`src/rtl/mips_debug_pkg.sv`:
```
// Shared definitions for the UART debug front-end of the mips core:
// host command bytes, controller state encoding and default dump length.
package mips_debug_pkg;

  localparam logic [7:0] CMD_LOAD  = 8'h4C;  // 'L'
  localparam logic [7:0] CMD_CONT  = 8'h43;  // 'C'
  localparam logic [7:0] CMD_STEP  = 8'h53;  // 'S'
  localparam logic [7:0] CMD_DUMP  = 8'h44;  // 'D'
  localparam logic [7:0] CMD_RESET = 8'h52;  // 'R'
  localparam logic [7:0] CMD_HALT  = 8'h48;  // 'H'

  localparam int DUMP_WORDS_DEF = 40;
  localparam int CNT_W          = 16;

  typedef enum logic [3:0] {
    ST_IDLE,
    ST_LD_CNT_H,
    ST_LD_CNT_L,
    ST_LD_BYTE,
    ST_LD_WR,
    ST_RUN,
    ST_STEP,
    ST_CPU_RST,
    ST_DMP_LOAD,
    ST_DMP_SEND,
    ST_DMP_WAIT
  } dbg_state_e;

endpackage

```
`src/rtl/debug_tx_serializer.sv`:
```
// Latches one debug word and hands it to the UART transmitter one byte at a
// time, MSB first; word_done_o marks the launch of the word's final byte.
module debug_tx_serializer #(
  parameter int SIZE = 32
) (
  input  logic            clk,
  input  logic            rst,
  input  logic            load_i,
  input  logic [SIZE-1:0] word_i,
  input  logic            send_i,
  input  logic            tx_busy_i,
  output logic            fire_o,
  output logic            word_done_o,
  output logic [7:0]      tx_data_o,
  output logic            tx_start_o
);

  localparam int NBYTES = SIZE / 8;
  localparam int BCNT_W = (NBYTES > 1) ? $clog2(NBYTES) : 1;

  logic [SIZE-1:0]   shreg_q, shreg_d;
  logic [BCNT_W-1:0] bcnt_q, bcnt_d;
  logic [7:0]        tx_data_q, tx_data_d;
  logic              tx_start_q;

  assign fire_o      = send_i & ~tx_busy_i;
  assign word_done_o = fire_o && (bcnt_q == BCNT_W'(NBYTES - 1));

  always_comb begin
    // NOTE: every next-state value gets its hold default first, so no path leaves a latch.
    shreg_d   = shreg_q;
    bcnt_d    = bcnt_q;
    tx_data_d = tx_data_q;
    if (load_i) begin
      shreg_d = word_i;
      bcnt_d  = '0;
    end else if (fire_o) begin
      tx_data_d = shreg_q[SIZE-1 -: 8];
      shreg_d   = {shreg_q[SIZE-9:0], 8'h00};
      bcnt_d    = bcnt_q + BCNT_W'(1);
    end
  end

  always_ff @(posedge clk or posedge rst) begin
    if (rst) begin
      shreg_q    <= '0;
      bcnt_q     <= '0;
      tx_data_q  <= '0;
      tx_start_q <= 1'b0;
    end else begin
      shreg_q    <= shreg_d;
      bcnt_q     <= bcnt_d;
      tx_data_q  <= tx_data_d;
      tx_start_q <= fire_o;
    end
  end

  assign tx_data_o  = tx_data_q;
  assign tx_start_o = tx_start_q;

endmodule

```
`src/rtl/debug_unit.sv`:
```
// Host-facing controller for the mips core: loads instruction memory over UART,
// runs or single-steps the core via its stall, and streams back debug dumps.
module debug_unit
  import mips_debug_pkg::*;
#(
  parameter  int SIZE        = 32,
  parameter  int IMEM_ADDR_W = 10,
  parameter  int DUMP_WORDS  = DUMP_WORDS_DEF,
  localparam int DUMP_SEL_W  = $clog2(DUMP_WORDS)
) (
  input  logic                   clk,
  input  logic                   rst,
  input  logic [7:0]             i_rx_data,
  input  logic                   i_rx_valid,
  output logic [7:0]             o_tx_data,
  output logic                   o_tx_start,
  input  logic                   i_tx_busy,
  output logic                   o_imem_we,
  output logic [IMEM_ADDR_W-1:0] o_imem_addr,
  output logic [SIZE-1:0]        o_imem_wdata,
  output logic                   o_cpu_stall,
  output logic                   o_cpu_rst,
  output logic [DUMP_SEL_W-1:0]  o_dump_sel,
  input  logic [SIZE-1:0]        i_dump_data,
  input  logic                   i_halt
);

  localparam int NBYTES = SIZE / 8;
  localparam int BCNT_W = (NBYTES > 1) ? $clog2(NBYTES) : 1;

  dbg_state_e             state_q;
  logic [CNT_W-1:0]       n_words_q;
  logic [CNT_W-1:0]       word_idx_q;
  logic [BCNT_W-1:0]      ld_bcnt_q;
  logic [SIZE-1:0]        wdata_q;
  logic                   imem_we_q;
  logic [IMEM_ADDR_W-1:0] imem_addr_q;
  logic                   stall_q;
  logic                   cpu_rst_q;
  logic [DUMP_SEL_W-1:0]  dump_sel_q;
  logic                   last_byte_q;
  logic                   wait_skip_q;

  logic ser_fire;
  logic ser_word_done;
  logic rx_halt;

  assign rx_halt = i_rx_valid && (i_rx_data == CMD_HALT);

  debug_tx_serializer #(.SIZE(SIZE)) u_ser (
    .clk         (clk),
    .rst         (rst),
    .load_i      (state_q == ST_DMP_LOAD),
    .word_i      (i_dump_data),
    .send_i      (state_q == ST_DMP_SEND),
    .tx_busy_i   (i_tx_busy),
    .fire_o      (ser_fire),
    .word_done_o (ser_word_done),
    .tx_data_o   (o_tx_data),
    .tx_start_o  (o_tx_start)
  );

  always_ff @(posedge clk or posedge rst) begin
    if (rst) begin
      state_q     <= ST_IDLE;
      n_words_q   <= '0;
      word_idx_q  <= '0;
      ld_bcnt_q   <= '0;
      wdata_q     <= '0;
      imem_we_q   <= 1'b0;
      imem_addr_q <= '0;
      stall_q     <= 1'b1;
      cpu_rst_q   <= 1'b0;
      dump_sel_q  <= '0;
      last_byte_q <= 1'b0;
      wait_skip_q <= 1'b0;
    end else begin
      imem_we_q <= 1'b0;
      cpu_rst_q <= 1'b0;
      case (state_q)
        ST_IDLE: begin
          if (i_rx_valid) begin
            case (i_rx_data)
              CMD_LOAD: state_q <= ST_LD_CNT_H;
              CMD_CONT: begin
                if (i_halt) begin
                  state_q <= ST_DMP_LOAD;
                end else begin
                  stall_q <= 1'b0;
                  state_q <= ST_RUN;
                end
              end
              CMD_STEP: begin
                stall_q <= 1'b0;
                state_q <= ST_STEP;
              end
              CMD_DUMP:  state_q <= ST_DMP_LOAD;
              CMD_RESET: begin
                cpu_rst_q <= 1'b1;
                state_q   <= ST_CPU_RST;
              end
              default: ;
            endcase
          end
        end
        ST_LD_CNT_H: begin
          if (i_rx_valid) begin
            n_words_q[15:8] <= i_rx_data;
            state_q         <= ST_LD_CNT_L;
          end
        end
        ST_LD_CNT_L: begin
          if (i_rx_valid) begin
            n_words_q[7:0] <= i_rx_data;
            word_idx_q     <= '0;
            ld_bcnt_q      <= '0;
            state_q        <= ({n_words_q[15:8], i_rx_data} == 16'd0) ? ST_IDLE : ST_LD_BYTE;
          end
        end
        ST_LD_BYTE: begin
          if (i_rx_valid) begin
            wdata_q   <= {wdata_q[SIZE-9:0], i_rx_data};
            ld_bcnt_q <= ld_bcnt_q + BCNT_W'(1);
            if (ld_bcnt_q == BCNT_W'(NBYTES - 1)) begin
              imem_we_q   <= 1'b1;
              imem_addr_q <= word_idx_q[IMEM_ADDR_W-1:0];
              state_q     <= ST_LD_WR;
            end
          end
        end
        ST_LD_WR: begin
          ld_bcnt_q  <= '0;
          word_idx_q <= word_idx_q + CNT_W'(1);
          state_q    <= (word_idx_q == n_words_q - CNT_W'(1)) ? ST_IDLE : ST_LD_BYTE;
        end
        ST_RUN: begin
          if (i_halt || rx_halt) begin
            stall_q <= 1'b1;
            state_q <= ST_DMP_LOAD;
          end
        end
        ST_STEP: begin
          stall_q <= 1'b1;
          state_q <= ST_DMP_LOAD;
        end
        ST_CPU_RST:  state_q <= ST_IDLE;
        ST_DMP_LOAD: state_q <= ST_DMP_SEND;
        ST_DMP_SEND: begin
          if (ser_fire) begin
            last_byte_q <= ser_word_done;
            wait_skip_q <= 1'b1;
            state_q     <= ST_DMP_WAIT;
          end
        end
        ST_DMP_WAIT: begin
          // The transmitter only raises busy a cycle after the start pulse.
          if (wait_skip_q) begin
            wait_skip_q <= 1'b0;
          end else if (!i_tx_busy) begin
            if (!last_byte_q) begin
              state_q <= ST_DMP_SEND;
            end else if (dump_sel_q == DUMP_SEL_W'(DUMP_WORDS - 1)) begin
              dump_sel_q <= '0;
              state_q    <= ST_IDLE;
            end else begin
              dump_sel_q <= dump_sel_q + DUMP_SEL_W'(1);
              state_q    <= ST_DMP_LOAD;
            end
          end
        end
        default: state_q <= ST_IDLE;
      endcase
    end
  end

  assign o_imem_we    = imem_we_q;
  assign o_imem_addr  = imem_addr_q;
  assign o_imem_wdata = wdata_q;
  assign o_cpu_stall  = stall_q;
  assign o_cpu_rst    = cpu_rst_q;
  assign o_dump_sel   = dump_sel_q;

endmodule

```
`config.mk`:
```
export PLATFORM = sky130hd
export DESIGN_NAME = debug_unit
export DESIGN_NICKNAME = d
export VERILOG_FILES = /design/src/rtl/mips_debug_pkg.sv /design/src/rtl/debug_tx_serializer.sv /design/src/rtl/debug_unit.sv
export SDC_FILE = /design/constraint.sdc
export NUM_CORES = 1
export LEC_CHECK = 0
export ABC_AREA = 1
export BUFFER_PORTS_ARGS = -buffer_cell sky130_fd_sc_hd__buf_2
export CORE_MARGIN = 1.5
export CORE_UTILIZATION = 50
export DETAILED_ROUTE_END_ITERATION = 16
export HOLD_SLACK_MARGIN = 0.06
export PLACE_DENSITY = 0.76
export SLEW_MARGIN = 5
export SYNTH_ARGS = -nofsm -noshare
export SYNTH_HDL_FRONTEND = slang
export SYNTH_SLANG_ARGS = --single-unit
```
`constraint.sdc`:
```
create_clock -name clk -period 13.8 [get_ports clk]
set_input_delay 3.45 -clock clk [delete_from_list [all_inputs] [get_ports clk]]
set_output_delay 3.45 -clock clk [all_outputs]
set_load 0.1 [all_outputs]
```
# Yosys cells after proc, flatten, opt, wreduce, memory -nomap -nowiden
# Cells that the tools add are included.
[totals]
ff_bits = 134
latch_bits = 0
ram_bits = 0
rom_bits = 0
in_bits = 45
out_inout_bits = 60
n_memories = 0
[op_classes]
n_addsub = 5
mul = 0
div = 0
magnitude_cmp = 0
n_eq_ne = 31
n_shift = 0
muxes = 39
bitwise_logic = 4
n_reduce_logical = 22
[op_table]
columns = ["operator", "n"]
rows = [
  ["32-bit two-way mux", 2],
  ["8-bit by 7-bit == test with 1-bit output, second input constant", 6],
  ["4-bit two-way mux", 12],
  ["4-bit case mux with 10 select lines", 1],
  ["16-bit case mux with 2 select lines", 1],
  ["4-bit case mux with 5 select lines", 1],
  ["2-bit inequality test, second input constant", 9],
  ["16-bit by 1-bit adder with 16-bit output, second input constant", 1],
  ["16-bit == test", 1],
  ["16-bit logical NOT", 1],
  ["16-bit two-way mux", 1],
  ["16-bit by 1-bit subtractor with 16-bit output, second input constant", 1],
  ["2-bit AND reduction", 7],
  ["4-bit by 3-bit == test with 1-bit output, second input constant", 3],
  ["4-bit == test, second input constant", 3],
  ["2-bit two-way mux", 6],
  ["1-bit two-way mux", 10],
  ["10-bit AND reduction", 1],
  ["4-bit by 2-bit == test with 1-bit output, second input constant", 2],
  ["6-bit by 1-bit adder with 6-bit output, second input constant", 1],
  ["6-bit == test, second input constant", 1],
  ["6-bit two-way mux", 1],
  ["6-bit by 1-bit inequality test with 1-bit output, second input constant", 1],
  ["2-bit case mux with 3 select lines", 1],
  ["17 further kinds", 27],
]

# Longest topological paths before layout
[logic_depth]
word_depth = 6
depth_mapped = 16
ltp_nobuf = 16

# Modules after synthesis
# From an unflattened synthesis, not the netlist that was laid out.
[unflattened]
cells_unflattened = 869
area_unflattened_um2 = 6775.2
[modules_own_cells]
columns = ["module", "instances", "cells_per_inst", "area_each_um2"]
rows = [
  ["debug_unit", 1, 607, 4687.0],
  ["debug_tx_serializer", 1, 262, 2088.3],
]

# Least setup slack after synthesis
# Ideal clock, no wire load.
[synth_timing]
path_type = "input to register"
startpoint = "input port i_rx_data[2]"
endpoint = "register state_q[3]"
setup_ns = 0.064
t_arrival_ns = 4.464
setup_slack_ns = 9.272
stages = 10
path_buffers = 0
path_cell_list = "nor2_1 nand2_1 nor2_1 nand2_1 nand2_1 inv_1 nand3_1 nand4_1 nor2_2 a21o_1"
[synth_via]
elab_chain_cells = 5
word_cells_on_any_way = 14
cone_classes = "eq/ne (8); mux (3); reduce/logical (3)"
[synth_lines]
columns = ["element", "line", "rtl"]
rows = [
  ["from (decl)", "debug_unit.sv:13", "input logic [7:0] i_rx_data,"],
  ["parallel branches: the longest is 5 deep, another holds 4-bit case mux with 10 select lines", "-", ""],
  ["to (signal assigned)", "debug_unit.sv:117", "state_q <= ({n_words_q[15:8], i_rx_data} == 16'd0) ? ST_IDLE : ST_LD_BYTE;"],
  ["to (signal assigned)", "debug_unit.sv:134", "state_q <= (word_idx_q == n_words_q - CNT_W'(1)) ? ST_IDLE : ST_LD_BYTE;"],
  ["to (decl)", "debug_unit.sv:31", "dbg_state_e state_q;"],
]
# Several ways; the timed one is not identified. The select of a mux whose other input is x is not followed.
# A chain may end at the register's enable or synchronous reset.

# Worst setup path in the final report
[layout_timing]
startpoint = "input port i_rx_valid"
endpoint = "register wdata_q[7] (netlist: o_imem_wdata[7])"
[layout_via]
elab_chain_cells = 1
[layout_lines]
columns = ["element", "line", "rtl"]
rows = [
  ["from (decl)", "debug_unit.sv:14", "input logic i_rx_valid,"],
  ["2-bit AND reduction (no source line)", "-", ""],
  ["to (signal assigned)", "debug_unit.sv:122", "wdata_q <= {wdata_q[SIZE-9:0], i_rx_data};"],
  ["to (decl)", "debug_unit.sv:35", "logic [SIZE-1:0] wdata_q;"],
]
# Every way passes these cells.

==> out/results.ini <==
[power_and_ir_drop]
power_density_nw_per_um2=263
power_frac_comb_pct=44.8
ir_drop_mv=0.151
power.share.clock_pct=23.8
p_seq_share_pct=31.4
p_int_w=0.00107
swShare_pct=47.8
power.leakage_nw=4.02
p_sw_w=0.000978

[clock_tree]
htreeDepth=4
cts_buffer_depth=2
cts.sinks=134
insertion_delay_ns=0.42
clk_pin_slew_ns=0.06
cts_made_buffers=17
root_buffer=clkbuf_16
cts_tree=yes
post_cts_buffers=0
cts_resized=0
cts-hold-fix-buffers=0

[routing]
wl_per_cell_microns=13.0
vias_per_cell=5.05
vias=5400
final_antenna_net_count=0
routed_wl_microns=13900
route.detailed.drc=0
dr.first_iter.drc_count=292
dr.pass1.iters=5

[setup_path]
startpoint_type=input port
critPathRequiredTime_ns=14.11
critPathKind=input port to flip-flop
end_kind=flip-flop
crit_fanout=40
crit_arrival_ns=5.54

[global_route]
grt_pass1_vias=5024
grt_max_degree=77
grt_overflow=0
grt_pass1_wl_microns=23300
antenna_found_initial=1
track_usage_pct=22.0

[synthesis]
netlist_area_sq_um=6470
synth_warnings=0
synth-seq-cells=134
syn_area_per_cell_sq_um=8.29
yosysSeqAreaShare_pct=51.8
synth_nets=831
yosysUniqueCellTypes=45
netlist_instances=781

[final_layout]
final_nets=934
drive_gt1_share_pct=19.2
diodes=0
final_area_sq_um=7780
area_growth_pct=20.2
regArea_sq_um=3350
multi_input_area_sq_um=2600
fillers=1092

[timing]
setup_violations=0
rsz0062_at_grt=no
slew_headroom_pct=35.2
skew_ns=0.00573
worst_pin_slew_ns=0.971
maxSlewViolCount=0
period_minus_slack_ns=5.24
fin_setup_tns_ns=0
finalCritPeriodShare_pct=37.9
max_freq_ghz=0.191
setup_slack_ns=8.56
hold_viol_final=0

[floorplan]
start_util_pct=51.3
die_h_microns=117
coreArea_sq_um=12600
io_pins=105
die-width_microns=117
num_rows=41
die_area_sq_um=13600

[place]
port-buffer-count=104
dp_hpwl_microns=9710
dp_slack_ns=8.14
place_area_sq_um=7140
gp_congestion=0.872

[status]
status=complete, no violations

[flow_run]
maxCapViolCount=0

[min_path]
min_path_type=flip-flop to flip-flop

==> critical path: stages <==
cell and delay [ns]:
buf_2 0.12, inv_1 0.10, nor2_2 0.75, inv_1 0.73, o21ai_0 0.38
==> synthesized netlist by cell type, drive strengths merged <==
cell type,number,share of area (%)
o21ai,87,6.7
dfstp,1,0.41
mux2,2,0.35
nor4,1,0.097
dfrtp,133,51
o31ai,3,0.35
a22oi,2,0.23
nand4,9,0.97
nand3b,6,0.70
o32ai,2,0.27
o22ai,4,0.39
xnor2,4,0.54
xor2,11,1.5
a32o,1,0.15
a22o,1,0.14
nand2,223,13
clkbuf,14,0.81
inv,112,6.5
nor3,7,0.87
a31oi,1,0.097
a21oi,17,1.3
nor3b,2,0.23
o21a,1,0.12
nand3,31,2.4
a21o,2,0.23
o211ai,2,0.23
nor2,63,4.8
and2,1,0.097
o221ai,22,3.0
ha,5,0.97
buf,9,0.73
mux2i,2,0.31
==> power groups by stage <==
stage               clock network [W]  registers (W)  logic, W
floorplan                           0        0.00101  0.000384
global placement                    0       0.000643  0.000904
detailed placement                  0       0.000647  0.000917
CTS                          0.000494       0.000643  0.000923
global route                 0.000513       0.000662   0.00101
finish                       0.000487       0.000643  0.000919
==> routing by layer <==
layer | vias to the layer above | global-route usage, % | part of all wire (%)
met2 | 132 | 34.7 | 47
li1 | 2741 | - | -
met1 | 2507 | 29.1 | 47
met5 | - | 0 | 0.087
met4 | 2 | 8.51 | 1.6
met3 | 18 | 6.18 | 4.7
==> stage by stage <==
stage	hold WS, ns	utilization, %	total power, W	cells
floorplan	0.440	-	0.00140	781
CTS	0.480	61.7	0.00206	1069
global placement	0.456	56.6	0.00155	1037
global route	0.503	61.7	0.00218	1069
finish	0.480	61.7	0.00205	1069
detailed placement	0.469	56.6	0.00156	1037
==> sequential cells by signal, indices dropped and copies added (netlist names), 4 cells and up <==
signal and flops:
n_words_q 16, o_dump_sel 6, o_imem_addr 10, o_imem_wdata 32
state_q 4, u_ser.shreg_q 32, u_ser.tx_data_o 8, word_idx_q 16
==> cells in the final DEF (no fill, tap or decap), types with 17 or more instances in the layout <==
master	n
o221ai_1	22
o21ai_0	86
a21oi_1	17
clkbuf_16	17
nand2_1	220
nand3_1	31
nor2_1	45
inv_1	104
buf_2	104
dfrtp_1	133
==> area by class of cell <==
cell class | count | share of cell area [%]
Clock buffer | 22 | 6.09
Inverter | 112 | 5.50
Sequential cell | 134 | 43.1
Timing Repair Buffer | 107 | 6.98
Tap cell | 172 | 2.77
Multi-Input combinational cell | 512 | 33.4
Clock inverter | 10 | 2.15
==> cells by family after synthesis <==
group                    Yosys count  share of synthesized area, %
AND/OR/NAND/NOR                  343                          23.2
adder cells (fa/ha/maj)            5                         0.966
multiplexers                       4                         0.657
AO/OA/AOI/OAI                    145                          13.2
flip-flops                       134                          51.8
XOR/XNOR                          15                          2.03
buffers and inverters            135                          8.08
==> worst paths after layout <==
path / start / end / slack (ns) / cells past startpoint
setup reg to reg: state_q[2] / o_imem_wdata[7] / 10.98 / 5
setup / recovery: i_rx_valid / o_imem_wdata[7] / 8.56 / 5
hold / removal: u_ser.bcnt_q[0] / u_ser.bcnt_q[0] / 0.48 / 1
min in group asynchronous: rst / o_dump_sel[3] / 3.08 / 2
hold reg to reg: u_ser.bcnt_q[0] / u_ser.bcnt_q[0] / 0.48 / 1
max in group asynchronous: rst / word_idx_q[8] / 9.39 / 3
No activity file was read; power rests on OpenSTA's default activity.
